$ cat src/rtl/btn_pkg.sv
// Shared types and default timing for the multi-channel button debouncer.
// The auto-repeat defaults only matter when BTN_AUTO_REPEAT_EN is defined.
package btn_pkg;

  typedef enum logic [1:0] {
    IDLE,
    PRESS_WAIT,
    HELD,
    RELEASE_WAIT
  } btn_state_t;

  localparam int unsigned DEF_N_BTN         = 5;
  localparam int unsigned DEF_STABLE_CYCLES = 1000000;
  localparam int unsigned DEF_REPEAT_DELAY  = 50000000;
  localparam int unsigned DEF_REPEAT_PERIOD = 10000000;

endpackage

$ cat src/rtl/btn_debounce_multi_if.sv
// Button bundle between the board pins and the keypad/operator decode logic.
// The master drives the raw buttons. The slave (the debouncer) returns the clean
// level plus press and release strobes.
interface btn_debounce_multi_if #(
  parameter int unsigned N_BTN = 5
);

  logic [N_BTN-1:0] btn;
  logic [N_BTN-1:0] level;
  logic [N_BTN-1:0] press_pulse;
  logic [N_BTN-1:0] release_pulse;

  modport master (output btn, input level, press_pulse, release_pulse);
  modport slave  (input btn, output level, press_pulse, release_pulse);

endinterface

$ cat src/rtl/btn_debounce_ch.sv
// One debounced button channel: a 2-FF synchroniser, a counter-qualified
// four-state FSM, and registered level/press/release outputs.
// Optional macro BTN_AUTO_REPEAT_EN adds a repeat counter. While the channel
// stays in HELD, the counter issues extra press strobes.
module btn_debounce_ch
  import btn_pkg::*;
#(
  parameter int unsigned STABLE_CYCLES = DEF_STABLE_CYCLES,
  parameter int unsigned REPEAT_DELAY  = DEF_REPEAT_DELAY,
  parameter int unsigned REPEAT_PERIOD = DEF_REPEAT_PERIOD
) (
  input  logic clk,
  input  logic rst,
  input  logic btn_i,
  output logic level_o,
  output logic press_o,
  output logic release_o
);

  localparam int unsigned CNT_W = $clog2(STABLE_CYCLES + 1);
  localparam logic [CNT_W-1:0] CNT_LAST = CNT_W'(STABLE_CYCLES - 1);

  logic             meta_q, sync_q;
  btn_state_t       state_q, state_d;
  logic [CNT_W-1:0] cnt_q, cnt_d;
  logic             level_q, level_d;
  logic             press_q, press_d;
  logic             release_q, release_d;
  logic             repeat_hit;

  // Bring the raw pin into the clock domain; the FSM only ever looks at sync_q
  always_ff @(posedge clk or posedge rst) begin
    if (rst) begin
      meta_q <= 1'b0;
      sync_q <= 1'b0;
    end else begin
      meta_q <= btn_i;
      sync_q <= meta_q;
    end
  end

  // State, qualification counter and registered outputs
  always_ff @(posedge clk or posedge rst) begin
    if (rst) begin
      state_q   <= IDLE;
      cnt_q     <= '0;
      level_q   <= 1'b0;
      press_q   <= 1'b0;
      release_q <= 1'b0;
    end else begin
      state_q   <= state_d;
      cnt_q     <= cnt_d;
      level_q   <= level_d;
      press_q   <= press_d;
      release_q <= release_d;
    end
  end

  // Next state: any sample that disagrees during a WAIT state drops back to the base state
  always_comb begin
    state_d = state_q;
    cnt_d   = cnt_q;
    unique case (state_q)
      IDLE: begin
        if (sync_q) begin
          state_d = PRESS_WAIT;
          cnt_d   = '0;
        end
      end
      PRESS_WAIT: begin
        if (!sync_q)                state_d = IDLE;
        else if (cnt_q == CNT_LAST) state_d = HELD;
        else                        cnt_d   = cnt_q + 1'b1;
      end
      HELD: begin
        if (!sync_q) begin
          state_d = RELEASE_WAIT;
          cnt_d   = '0;
        end
      end
      RELEASE_WAIT: begin
        if (sync_q)                 state_d = HELD;
        else if (cnt_q == CNT_LAST) state_d = IDLE;
        else                        cnt_d   = cnt_q + 1'b1;
      end
      default: state_d = IDLE;
    endcase
  end

  // Outputs are decoded from the transition being taken, so the level change and the strobe land on the same edge
  always_comb begin
    level_d   = (state_d == HELD) || (state_d == RELEASE_WAIT);
    press_d   = ((state_q == PRESS_WAIT) && (state_d == HELD)) || repeat_hit;
    release_d = (state_q == RELEASE_WAIT) && (state_d == IDLE);
  end

`ifdef BTN_AUTO_REPEAT_EN
  localparam int unsigned REP_MAX = (REPEAT_DELAY > REPEAT_PERIOD) ? REPEAT_DELAY : REPEAT_PERIOD;
  localparam int unsigned REP_W   = $clog2(REP_MAX + 1);

  logic [REP_W-1:0] rep_q, rep_d, rep_inc, rep_limit;
  logic             rep_first_q, rep_first_d;

  // Repeat counter state; it only resets when the channel falls back to IDLE or PRESS_WAIT
  always_ff @(posedge clk or posedge rst) begin
    if (rst) begin
      rep_q       <= '0;
      rep_first_q <= 1'b0;
    end else begin
      rep_q       <= rep_d;
      rep_first_q <= rep_first_d;
    end
  end

  // The counter advances only on HELD->HELD cycles, so a release bounce freezes it instead of restarting it
  always_comb begin
    rep_d       = rep_q;
    rep_first_d = rep_first_q;
    repeat_hit  = 1'b0;
    rep_inc     = rep_q + 1'b1;
    rep_limit   = rep_first_q ? REP_W'(REPEAT_PERIOD) : REP_W'(REPEAT_DELAY);
    if ((state_d == IDLE) || (state_d == PRESS_WAIT)) begin
      rep_d       = '0;
      rep_first_d = 1'b0;
    end else if ((state_q == HELD) && (state_d == HELD)) begin
      if (rep_inc == rep_limit) begin
        repeat_hit  = 1'b1;
        rep_d       = '0;
        rep_first_d = 1'b1;
      end else begin
        rep_d = rep_inc;
      end
    end
  end
`else
  logic unused_repeat_cfg;

  // Without auto-repeat, the only press strobe is the one taken on accepting a press
  assign repeat_hit        = 1'b0;
  assign unused_repeat_cfg = ^{REPEAT_DELAY, REPEAT_PERIOD};
`endif

  assign level_o   = level_q;
  assign press_o   = press_q;
  assign release_o = release_q;

endmodule

$ cat src/rtl/btn_debounce_multi.sv
// N_BTN independent debounced button channels behind one interface port.
// Optional macro BTN_AUTO_REPEAT_EN enables per-channel auto-repeat press strobes.
module btn_debounce_multi
  import btn_pkg::*;
#(
  parameter int unsigned N_BTN         = DEF_N_BTN,
  parameter int unsigned STABLE_CYCLES = DEF_STABLE_CYCLES,
  parameter int unsigned REPEAT_DELAY  = DEF_REPEAT_DELAY,
  parameter int unsigned REPEAT_PERIOD = DEF_REPEAT_PERIOD
) (
  input logic clk,
  input logic rst,
  btn_debounce_multi_if.slave bus
);

  logic [N_BTN-1:0] level_w;
  logic [N_BTN-1:0] press_w;
  logic [N_BTN-1:0] release_w;

  // Bit i of every vector belongs to channel i; the channels share nothing but clock and reset
  for (genvar i = 0; i < N_BTN; i++) begin : g_ch
    btn_debounce_ch #(
      .STABLE_CYCLES(STABLE_CYCLES),
      .REPEAT_DELAY (REPEAT_DELAY),
      .REPEAT_PERIOD(REPEAT_PERIOD)
    ) u_ch (
      .clk      (clk),
      .rst      (rst),
      .btn_i    (bus.btn[i]),
      .level_o  (level_w[i]),
      .press_o  (press_w[i]),
      .release_o(release_w[i])
    );
  end

  assign bus.level         = level_w;
  assign bus.press_pulse   = press_w;
  assign bus.release_pulse = release_w;

endmodule

$ cat src/flat_wrapper.sv
// flat-port wrapper written by rule: the top's interface ports become plain ports
module btn_debounce_multi_flat import btn_pkg::*;
#(
  parameter int unsigned N_BTN         = DEF_N_BTN,
  parameter int unsigned STABLE_CYCLES = DEF_STABLE_CYCLES,
  parameter int unsigned REPEAT_DELAY  = DEF_REPEAT_DELAY,
  parameter int unsigned REPEAT_PERIOD = DEF_REPEAT_PERIOD
)
  (clk, rst, bus_btn, bus_level, bus_press_pulse, bus_release_pulse);
  btn_debounce_multi_if #(.N_BTN(N_BTN)) bus_i ();
  input logic clk;
  input logic rst;
  input wire logic [$bits(bus_i.btn)-1:0] bus_btn;
  output wire logic [$bits(bus_i.level)-1:0] bus_level;
  output wire logic [$bits(bus_i.press_pulse)-1:0] bus_press_pulse;
  output wire logic [$bits(bus_i.release_pulse)-1:0] bus_release_pulse;
  assign bus_i.btn = bus_btn;
  assign bus_level = bus_i.level;
  assign bus_press_pulse = bus_i.press_pulse;
  assign bus_release_pulse = bus_i.release_pulse;
  btn_debounce_multi #(.N_BTN(N_BTN), .STABLE_CYCLES(STABLE_CYCLES), .REPEAT_DELAY(REPEAT_DELAY), .REPEAT_PERIOD(REPEAT_PERIOD)) u_core (.clk(clk), .rst(rst), .bus(bus_i));
endmodule
$ cat config.mk
export PLATFORM = sky130hd
export DESIGN_NAME = btn_debounce_multi_flat
export DESIGN_NICKNAME = d
export VERILOG_FILES = /design/src/rtl/btn_pkg.sv /design/src/rtl/btn_debounce_multi_if.sv /design/src/rtl/btn_debounce_ch.sv /design/src/rtl/btn_debounce_multi.sv /design/src/flat_wrapper.sv
export SDC_FILE = /design/constraint.sdc
export NUM_CORES = 1
export LEC_CHECK = 0
export CORE_MARGIN = 2
export CORE_UTILIZATION = 55
export CTS_CLUSTER_SIZE = 28
export DETAILED_ROUTE_END_ITERATION = 7
export HOLD_SLACK_MARGIN = 0.08
export PLACE_DENSITY = 0.75
export SYNTH_ARGS = -nofsm -noshare
export SYNTH_HDL_FRONTEND = slang
export SYNTH_SLANG_ARGS = --single-unit
$ cat constraint.sdc
create_clock -name clk -period 4.4 [get_ports clk]
set_clock_uncertainty 0.2 [all_clocks]
set_input_delay 0.88 -clock clk [delete_from_list [all_inputs] [get_ports clk]]
set_output_delay 0.88 -clock clk [all_outputs]
set_load 0.01 [all_outputs]
## After elaboration in Yosys (flattened, before gate mapping)

Index checks and enable logic that the tools add are counted.

| cells by class | value |
|---|---|
| equality and inequality tests | 50 |
| add/sub/neg operators | 5 |
| shift-type cells | 0 |
| bitwise gates (word level) | 0 |
| $lt $le $gt $ge | 0 |
| divide/modulo/power cells | 0 |
| reduce and logical (&&, ||, !) cells | 30 |
| multiplexer cells | 65 |
| $mul | 0 |

Operator list:

| cell | count |
|---|---|
| $mux W20 | 25 |
| $pmux W20 S4 | 5 |
| $add A20 B1 Y20 const B | 5 |
| $eq A20 B20 Y1 const B | 5 |
| $mux W2 | 30 |
| $eq A2 B2 Y1 const B | 20 |
| $ne A2 B2 Y1 const B | 20 |
| $pmux W2 S4 | 5 |
| $logic_not A2 Y1 | 10 |
| $reduce_and A4 Y1 | 5 |
| $eq A2 B1 Y1 const B | 5 |
| $logic_and A1 B1 Y1 | 10 |
| $logic_or A1 B1 Y1 | 5 |

| storage, ports and cells | value |
|---|---|
| latch bits | 0 |
| input bits | 7 |
| word-level logic and storage cells | 185 |
| memories kept | 0 |
| flip-flop bits (word level) | 135 |
| output and inout port bits | 15 |
| RAM bits | 0 |
| ROM bits | 0 |

## Logic depth before layout (Yosys ltp)

Gate-level depths: netlist of the first run.

| logic depth | value |
|---|---|
| depth in word-level cells | 6 |
| depth in mapped cells | 8 |

## Modules after synthesis

Synthesis of the first run repeated with hierarchy kept, for this count alone.

| unflattened totals | value |
|---|---|
| cell total of the unflattened synthesis | 757 |
| area total of the unflattened synthesis | 7090.6 µm² |

By module, submodules not included:

| module | cells each | instances | area each (µm²) |
|---|---|---|---|
| btn_debounce_ch at u_core.g_ch[0].u_ch ... | 151 | 4 | 1410.1 |
| btn_debounce_ch at u_core.g_ch[4].u_ch | 153 | 1 | 1450.1 |

## Least setup slack after synthesis of the first run

OpenSTA, ideal clock, no wires.

| timing | value |
|---|---|
| path type | register to register |
| start | register u_core.g_ch[4].u_ch.cnt_q[0] |
| end | register u_core.g_ch[4].u_ch.level_q |
| data required time | 4075 ps |
| data arrival time | 1907 ps |
| path slack | 2168 ps |
| period minus slack after synthesis | 2232 ps |
| cell stages (with the launch flop) | 8 |
| library setup time | 125 ps |
| cell sequence | dfrtp_1 -> ha_1 -> and3_1 -> clkbuf_2 -> nand3_2 -> or4_4 -> buf_6 -> mux2_4 |

| between the ends | value |
|---|---|
| word-level cells in the longest chain between the ends | 6 |
| elaborated cells on any way between the ends | 9 |
| classes of those cells | 3 x eq/ne; 5 x mux; 1 x reduce/logical |

RTL lines:

| item | RTL line | RTL |
|---|---|---|
| start, declared | btn_debounce_ch.sv:25 | `logic [CNT_W-1:0] cnt_q, cnt_d;` |
| start signal, assigned | btn_debounce_ch.sv:52 | `cnt_q <= cnt_d;` |
| $eq A20 B20 Y1 * | btn_debounce_ch.sv:72, btn_debounce_ch.sv:83 |  |
| $mux W2 (on tied branches) | btn_debounce_ch.sv:83, btn_debounce_ch.sv:72 |  |
| $mux W2 (on tied branches) | btn_debounce_ch.sv:82, btn_debounce_ch.sv:71 |  |
| $pmux W2 S4 * | btn_debounce_ch.sv:63 | `unique case (state_q)` |
| $eq A2 B2 Y1 | btn_debounce_ch.sv:92 | `level_d = (state_d == HELD) \|\| (state_d == RELEASE_WAIT);` |
| $logic_or A1 B1 Y1 * | btn_debounce_ch.sv:92 |  |
| named net u_core.g_ch[4].u_ch.level_d | btn_debounce_ch.sv:26 | `logic level_q, level_d;` |
| end signal, assigned | btn_debounce_ch.sv:53 | `level_q <= level_d;` |
| end, declared | btn_debounce_ch.sv:26 |  |

The timed path passes the listed nets; every way through them passes the cells marked *.
A chain may end at the register's enable or synchronous reset.

## Final worst setup path of the first run

| timing | value |
|---|---|
| start | register u_core.g_ch[2].u_ch.cnt_q[0] |
| end | register u_core.g_ch[2].u_ch.cnt_q[13] |

| between the ends | value |
|---|---|
| word-level cells in the longest chain between the ends | 4 |
| elaborated cells on any way between the ends | 6 |
| classes of those cells | 1 x add/sub; 1 x eq/ne; 4 x mux |

RTL lines:

| item | RTL line |
|---|---|
| start, declared | btn_debounce_ch.sv:25 |
| start signal, assigned | btn_debounce_ch.sv:52 |
| $add A20 B1 Y20 / $eq A20 B20 Y1 (equally long branches) | n/a |
| $mux W20 * | btn_debounce_ch.sv:72, btn_debounce_ch.sv:83 |
| $mux W20 (on tied branches) | btn_debounce_ch.sv:82, btn_debounce_ch.sv:71 |
| $pmux W20 S4 * | btn_debounce_ch.sv:63 |

Mark *: on every way between the ends. The rest lies on a longest branch, timed or not. The select of a mux whose other input is x is not followed.

==> impl_results.md, run 1 <==
- Status: completed
- Routed wl met3: roughly 760 µm
- Max VDD drop: 346 µV
- Wire per inst: 15.4 µm
- Pin count of the biggest net entering global routing: 124
- Final setup violating endpoints: 0
- Worst Tran Pin Value: 1.23 ns
- Worst Reg-to-Reg Cells: 7
- Fin. Hold Viols: 0
- Vias per cell: just over 6
- 1st-pass router iterations: 5
- GPL Wtd Cong: 0.852
- Die ar.: 0.0135 mm²
- Clock sinks: 135
- CTS clk-pin slew, worst paths: 0.06 ns
- Crit path launch type: flip-flop
- Setup crit end kind: flip-flop
- Die height: 116 µm
- Width of the die: 116 µm
- Min-Delay Endpoint: u_core.g_ch[0].u_ch.sync_q
- Critical path, cell by cell: ha_1 > nand3_1 > or3_1 > o31ai_2 > inv_2 > nand2_2 > o21ai_0
- Reg2reg setup slack: 1.52 ns
- Grt ovf: 0
- Yosys reg bits: 135
- Pins Over Slew Limit: 0
- Hold path start: u_core.g_ch[0].u_ch.meta_q
- Max Clock Freq: around 350 MHz
- Post-synth top area cell: dfrtp_1
- Root Driver: clkbuf_16
- M1 wire length: 6.61 mm
- Hpwl dp: about 9.0 mm
- Count leader, synth: dfrtp_1
- P&R area growth vs syn: 12.1%
- CTS Buf Count: 17
- YS warnings: 0
- Maxcap violations: 0
- Htree depth: 4
- # diodes: 0
- CP max-delay cell: o31ai_2
- Post-CTS Hold Buffers: 0
- CP Max Fanout: 15
- Largest stage delay, worst path: 0.79 ns
- Iteration-0 DRC Markers: 508
- R2r startpoint: u_core.g_ch[2].u_ch.cnt_q[0]
- Cells after synthesis: between 700 and 800
- Type of the worst setup path: reg2reg
- PwrDens: ~380 mW/mm²
- Worst-skew pair later-pin latency: 0.42 ns
- Starting Density: ~56%
- Crit path DAT: 2.97 ns
- WP data required: about 4.5 ns
- DR WL met2: 6.48 mm
- Total setup buffers inserted after CTS: 0
- Top-area cell type share of the netlist area: 48.7%
- Post-Route Setup TNS: 0 ns
- GRT Total Usage: between 20 and 25%
- Port bufs: 21
- Fin crit share: 65.5%
- Most common library cells after synthesis: 135 x dfrtp_1, 78 x nand2_1, 62 x o21ai_0, 52 x nand3_1, 40 x nor2_1
- Final Critical Period: 2.88 ns
- Synthesized area: about 0.007 mm²
- Leakage power: 3.28 nW
- Relative slew slack: 17.2%
- Post-synth ARST share: between 90% and 100%
- DRC: 0
- Post-Route WL: 14.0 mm
- Syn Nets: approximately 740
- First-pass GRT wire length: ~24 mm
- Vias in the first global route: 5047
- Top-Level Pins: 22
- Maximum buffer depth of the clock tree: 2
- Cts repair resizes: 0
- Post-synth EDFFs: 0
- Proportion of layout cells with a drive suffix above 1: 8.12%
- Avg Cell Area, Syn: 9.51 µm²
- Via count: between 5000 and 6000
- CTS tree: done
- Leading post-synthesis cells by cell area: dfrtp_1 49%, o21ai_0 4.5%, nand2_1 4.2%, nand3_1 3.8%, nand4_1 2.7%
- Rows: 41
- Post-synthesis cell type count: between 50 and 60
- RSZ-0062 raised after global routing: no
- Core area: 0.0125 mm²
- FF-to-FF End: u_core.g_ch[2].u_ch.cnt_q[13]
- Hold crit path type: reg2reg
- Hold Slack: about 0.15 ns
- Highest routed layer: met4
- Sequential share of the synthesized area: 48.7%
- Hold Path Cell Cnt: 0
- Initial antenna violation count: 0
- Final nets: 738
- Ys flop type: dfrtp_1
- Post-route ant nets: 0
## cell usage in the layout, fill, tap and decap left out, types with 4 or more instances in the layout
cell type,n
nor2_1,40
nor3_1,16
a31oi_1,8
clkinvlp_4,5
and2_1,10
o31ai_1,25
o41ai_1,5
o21ai_0,62
and3_1,18
xnor2_1,12
or2_2,4
nand2_1,78
ha_1,5
xor2_1,16
a21o_1,7
a21oi_1,32
dfrtp_1,135
and4_1,10
a22o_1,7
or4_1,10
clkbuf_16,17
nor4b_1,7
nor3b_1,11
nand4_1,30
mux2i_1,10
nand3_1,52
bufinv_16,4
clkdlybuf4s50_1,21
nor4_1,10
mux2_2,8
nand2b_1,5
inv_1,15
or3_1,8
## where the power goes
part,switching (mW),leakage (nW),internal [mW],total [mW]
clock,0.519,0.304,0.990,1.51
combinational,0.0909,1.14,0.0487,0.140
sequential,0.0517,1.84,1.28,1.33
total,0.661,3.28,2.32,2.98
## worst max-delay path by stage
| stage | from | to | cells past startpoint |
|---|---|---|---|
| after global placement | u_core.g_ch[2].u_ch.cnt_q[0] | u_core.g_ch[2].u_ch.cnt_q[2] | 7 |
| after global routing | u_core.g_ch[0].u_ch.state_q[0] | u_core.g_ch[0].u_ch.cnt_q[7] | 6 |
| after floorplan | rst | u_core.g_ch[0].u_ch.cnt_q[0] | 1 |
| final | u_core.g_ch[2].u_ch.cnt_q[0] | u_core.g_ch[2].u_ch.cnt_q[13] | 7 |
| after detailed placement | u_core.g_ch[2].u_ch.cnt_q[0] | u_core.g_ch[2].u_ch.cnt_q[2] | 7 |
| after CTS | u_core.g_ch[2].u_ch.cnt_q[0] | u_core.g_ch[2].u_ch.cnt_q[13] | 7 |
## area by class of cell
type                    count  area (µm²)
well taps                 172         215
inverters                  17        67.6
clock inverters            12         174
flip-flops and latches    135        3380
repair buffers             24         245
fillers                  1010        4690
multi-input cells         531        3230
clock buffers              20         467
## metrics by stage
stage / power (mW) / area [µm²] / setup slack, ns / instances / util [%]
after floorplan: 1.44 / 6940 / 1.64 / 729 / -
after global placement: 1.48 / 7130 / 1.67 / 879 / 57.2
after detailed placement: 1.49 / 7130 / 1.56 / 879 / 57.2
after CTS: 3.00 / 7770 / 1.53 / 911 / 62.4
after global routing: 3.08 / 7770 / 1.28 / 911 / 62.4
final: 2.98 / 7770 / 1.52 / 911 / 62.4
## metal layers
layer,up-vias,track usage [%]
met5,-,0
met4,0,6.90
met3,9,5.81
met2,152,33.6
met1,2674,31.8
li1,2662,-
## registers in the layout, summed over array words and instances, names as in the netlist
register,cells
u_core.g_ch.u_ch.release_o,5
u_core.g_ch.u_ch.press_o,5
u_core.g_ch.u_ch.state_q,10
u_core.g_ch.u_ch.meta_q,5
u_core.g_ch.u_ch.cnt_q,100
u_core.g_ch.u_ch.sync_q,5
u_core.g_ch.u_ch.level_o,5
## logic make-up after synthesis
kind of cell | share of synthesized area [%]
multiplexers | 3.18
flip-flops | 48.7
XOR/XNOR | 3.77
AO/OA/AOI/OAI | 14.1
buffers and inverters | 4.71
adder cells (fa/ha/maj) | 0.903
AND/OR/NAND/NOR | 24.6
## worst max-delay path, delay by kind of cell (launching register included)
kind | cells | cell delay (ns)
AOI/OAI and AO/OA | 2 | 0.94
and+or+nand+nor | 3 | 0.89
DFF | 1 | 0.40
adders and majority gates | 1 | 0.22
buffers and inverters | 1 | 0.11
No activity file was read; power rests on OpenSTA's default activity.
==> run 2: changes to the inputs <==
--- a/config.mk
+++ b/config.mk
@@ -10,7 +10,7 @@
 export CTS_CLUSTER_SIZE = 28
 export DETAILED_ROUTE_END_ITERATION = 7
 export HOLD_SLACK_MARGIN = 0.08
-export PLACE_DENSITY = 0.75
+export PLACE_DENSITY = 0.73
 export SYNTH_ARGS = -nofsm -noshare
 export SYNTH_HDL_FRONTEND = slang
 export SYNTH_SLANG_ARGS = --single-unit
==> constraint.sdc (replaced) <==
create_clock -name clk -period 2.8 [get_ports clk]
set_clock_uncertainty 0.2 [all_clocks]
set_input_delay 0.56 -clock clk [delete_from_list [all_inputs] [get_ports clk]]
set_output_delay 0.56 -clock clk [all_outputs]
set_load 0.01 [all_outputs]
==> run 2 against run 1 <==
Effect of this change: critical endpoint is now u_core.g_ch[4].u_ch.cnt_q[18]; count of clock-buffer cells in the layout grew 3; cell count grew 1.1%; first-iteration DRC count shrank 21%; power grew 52%; register-to-register slack lost 1.1 ns; sequential share of layout area shrank 0.17 points; non-clock buffer count grew 10; critical path depth is the same; via count grew 0.53%; die area is the same; largest power group unchanged; utilization grew 0.24 points; flip-flop and latch count is the same.
==> impl_results.md, run 2 (synthesis gave the netlist of run 1 again) <==
- Root Driver: clkbuf_16 (unchanged)
- Post-route ant nets: 0 (unchanged)
- Htree depth: 4 (unchanged)
- Max Clock Freq: 417 MHz (was 347 MHz)
- WP data required: 2.94 ns (was 4.49 ns)
- DRC: 0 (unchanged)
- Die ar.: 0.0135 mm² (unchanged)
- Core area: 0.0125 mm² (unchanged)
- Max VDD drop: 421 µV (was 346 µV)
- Crit path launch type: flip-flop (unchanged)
- First-pass GRT wire length: 24.4 mm (was 24.1 mm)
- Maxcap violations: 0 (unchanged)
- Grt ovf: 0 (unchanged)
- Vias per cell: 6.00 (was 6.03)
- # diodes: 0 (unchanged)
- Largest register FFs: 100 (unchanged)
- Vias in the first global route: 5202 (was 5047)
- PwrDens: 581 mW/mm² (was 383 mW/mm²)
- Width of the die: 116 µm (unchanged)
- Port bufs: 21 (unchanged)
- Setup crit end kind: flip-flop (unchanged)
- Proportion of layout cells with a drive suffix above 1: 8.68% (was 8.12%)
- RSZ-0062 raised after global routing: no (unchanged)
- Worst-skew pair later-pin latency: 0.42 ns (about the same)
- Reg with most FFs: u_core.g_ch.u_ch.cnt_q (unchanged)
- Iteration-0 DRC Markers: 401 (was 508)
- Pins Over Slew Limit: 0 (unchanged)
- CTS Buf Count: 17 (unchanged)
- Post-CTS Hold Buffers: 0 (unchanged)
- Most common cell after layout, fill and taps aside: dfrtp_1 (unchanged)
- Hold crit path type: reg2reg (unchanged)
- Crit path DAT: 2.54 ns (was 2.97 ns)
- Fin crit share: 85.6% (was 65.5%)
- Starting Density: 55.6% (unchanged)
- Fin. Hold Viols: 0 (unchanged)
- Via count: 5526 (was 5497)
- Leakage power: 3.31 nW (was 3.28 nW)
- Hpwl dp: 9.21 mm (was 9.02 mm)
- Status: completed (unchanged)
- Biggest regs: u_core.g_ch.u_ch.cnt_q: 100 flops, u_core.g_ch.u_ch.state_q: 10 flops (unchanged)
- CTS tree: done (unchanged)
- Clock sinks: 135 (unchanged)
- Relative slew slack: 49.5% (was 17.2%)
- Worst Tran Pin Value: 0.752 ns (was 1.23 ns)
- Top-Level Pins: 22 (unchanged)
- CP Max Fanout: 12 (was 15)
- Type of the worst setup path: reg2reg (unchanged)
- Pin count of the biggest net entering global routing: 91 (was 124)
- Initial antenna violation count: 0 (unchanged)
- Proportion of power drawn by combinational gates: 5.1% (was 4.7%)
- Cts repair resizes: 0 (unchanged)
- CTS clk-pin slew, worst paths: 0.06 ns (about the same)
- Wire per inst: 15.4 µm (about the same)
- GRT Total Usage: 22.7% (was 22.3%)
- P&R area growth vs syn: 12.6% (was 12.1%)
- GPL Wtd Cong: 0.874 (was 0.852)
- Final nets: 748 (was 738)
- Sequential power share: 46.1% (was 44.7%)
- Final setup violating endpoints: 0 (unchanged)
- Post-Route WL: 14.2 mm (was 14.0 mm)
- Die height: 116 µm (unchanged)
- Final Critical Period: 2.40 ns (was 2.88 ns)
- Total power: 4.53 mW (was 2.98 mW)
- Most frequent cells in the layout: 135 x dfrtp_1, 78 x nand2_1, 62 x o21ai_0, 52 x nand3_1, 40 x nor2_1 (unchanged)
- Fillcell total: 1068 (was 1010)
- Switching share of power: 22.6% (was 22.2%)
- Post-Route Setup TNS: 0 ns (unchanged)
- Clk pwr share: 48.8% (was 50.7%)
- Maximum buffer depth of the clock tree: 2 (unchanged)
- Psw: 1.02 mW (was 0.661 mW)
- Internal: 3.51 mW (was 2.32 mW)
- Total setup buffers inserted after CTS: 0 (unchanged)
- Rows: 41 (unchanged)
- 1st-pass router iterations: 7 (was 5)
- Hold Slack: 0.147 ns (was 0.151 ns)
[run 2: final cells by class]
| cell class | count | area, µm² | share of cell area (%) |
|---|---|---|---|
| clock inverters | 9 | 125 | 1.60 |
| well taps | 172 | 215 | 2.76 |
| multi-input cells | 531 | 3230 | 41.3 |
| clock buffers | 23 | 458 | 5.87 |
| flip-flops and latches | 135 | 3380 | 43.3 |
| inverters | 17 | 67.6 | 0.866 |
| repair buffers | 34 | 333 | 4.26 |
[run 2: worst paths after layout]
| path | depth (start not counted) | from | slack (ns) | endpoint |
|---|---|---|---|---|
| worst max-delay path | 7 | u_core.g_ch[4].u_ch.cnt_q[0] | 0.40 | u_core.g_ch[4].u_ch.cnt_q[18] |
| worst min-delay path | 0 | u_core.g_ch[0].u_ch.meta_q | 0.15 | u_core.g_ch[0].u_ch.sync_q |
| worst max register to register | 7 | u_core.g_ch[4].u_ch.cnt_q[0] | 0.40 | u_core.g_ch[4].u_ch.cnt_q[18] |
| worst min register to register | 0 | u_core.g_ch[0].u_ch.meta_q | 0.15 | u_core.g_ch[0].u_ch.sync_q |
| max in group asynchronous | 3 | rst | 1.57 | u_core.g_ch[4].u_ch.state_q[0] |
| min in group asynchronous | 3 | rst | 0.39 | u_core.g_ch[2].u_ch.level_o |
[run 2: routing by layer]
| metal | GRT usage, % | wire length [µm] | up-vias |
|---|---|---|---|
| met5 | 0 | 0 | - |
| met4 | 9.84 | 225 | 0 |
| met3 | 5.35 | 660 | 18 |
| met2 | 35.1 | 6710 | 137 |
| met1 | 30.7 | 6590 | 2692 |
| li1 | - | - | 2679 |
[run 2: worst max-delay path: stages, from the launching register on]
cell and delay [ns]:
dfrtp_1 0.41, ha_1 0.24, and3_1 0.29, nand3_2 0.16, o41ai_2 0.11, buf_4 0.21, or4_1 0.53, a21oi_1 0.17
[run 2: power by group through the flow]
stage / clock, mW / sequential [mW] / combinational (mW)
final: 2.21 / 2.09 / 0.229
after detailed placement: 0 / 2.12 / 0.232
after global routing: 2.34 / 2.10 / 0.263
after global placement: 0 / 2.12 / 0.222
after CTS: 2.25 / 2.09 / 0.233
after floorplan: 0 / 2.09 / 0.175
[run 2: per-stage QoR]
step	cells	area [µm²]	worst slack (ns)	util, %
finish	921	7800	0.402	62.6
global route	921	7800	0.225	62.6
CTS	921	7800	0.428	62.6
detailed placement	889	7220	0.451	57.9
global placement	889	7220	0.560	57.9
floorplan	729	6940	0.361	-
==> run 3: changes to the inputs <==
--- a/config.mk
+++ b/config.mk
@@ -7,6 +7,7 @@
 export LEC_CHECK = 0
 export CORE_MARGIN = 2
 export CORE_UTILIZATION = 55
+export CTS_CLUSTER_DIAMETER = 100
 export CTS_CLUSTER_SIZE = 28
 export DETAILED_ROUTE_END_ITERATION = 7
 export HOLD_SLACK_MARGIN = 0.08
==> results of run 3 <==
Same layout as run 2: the final DEF is identical, and so are final timing and power.
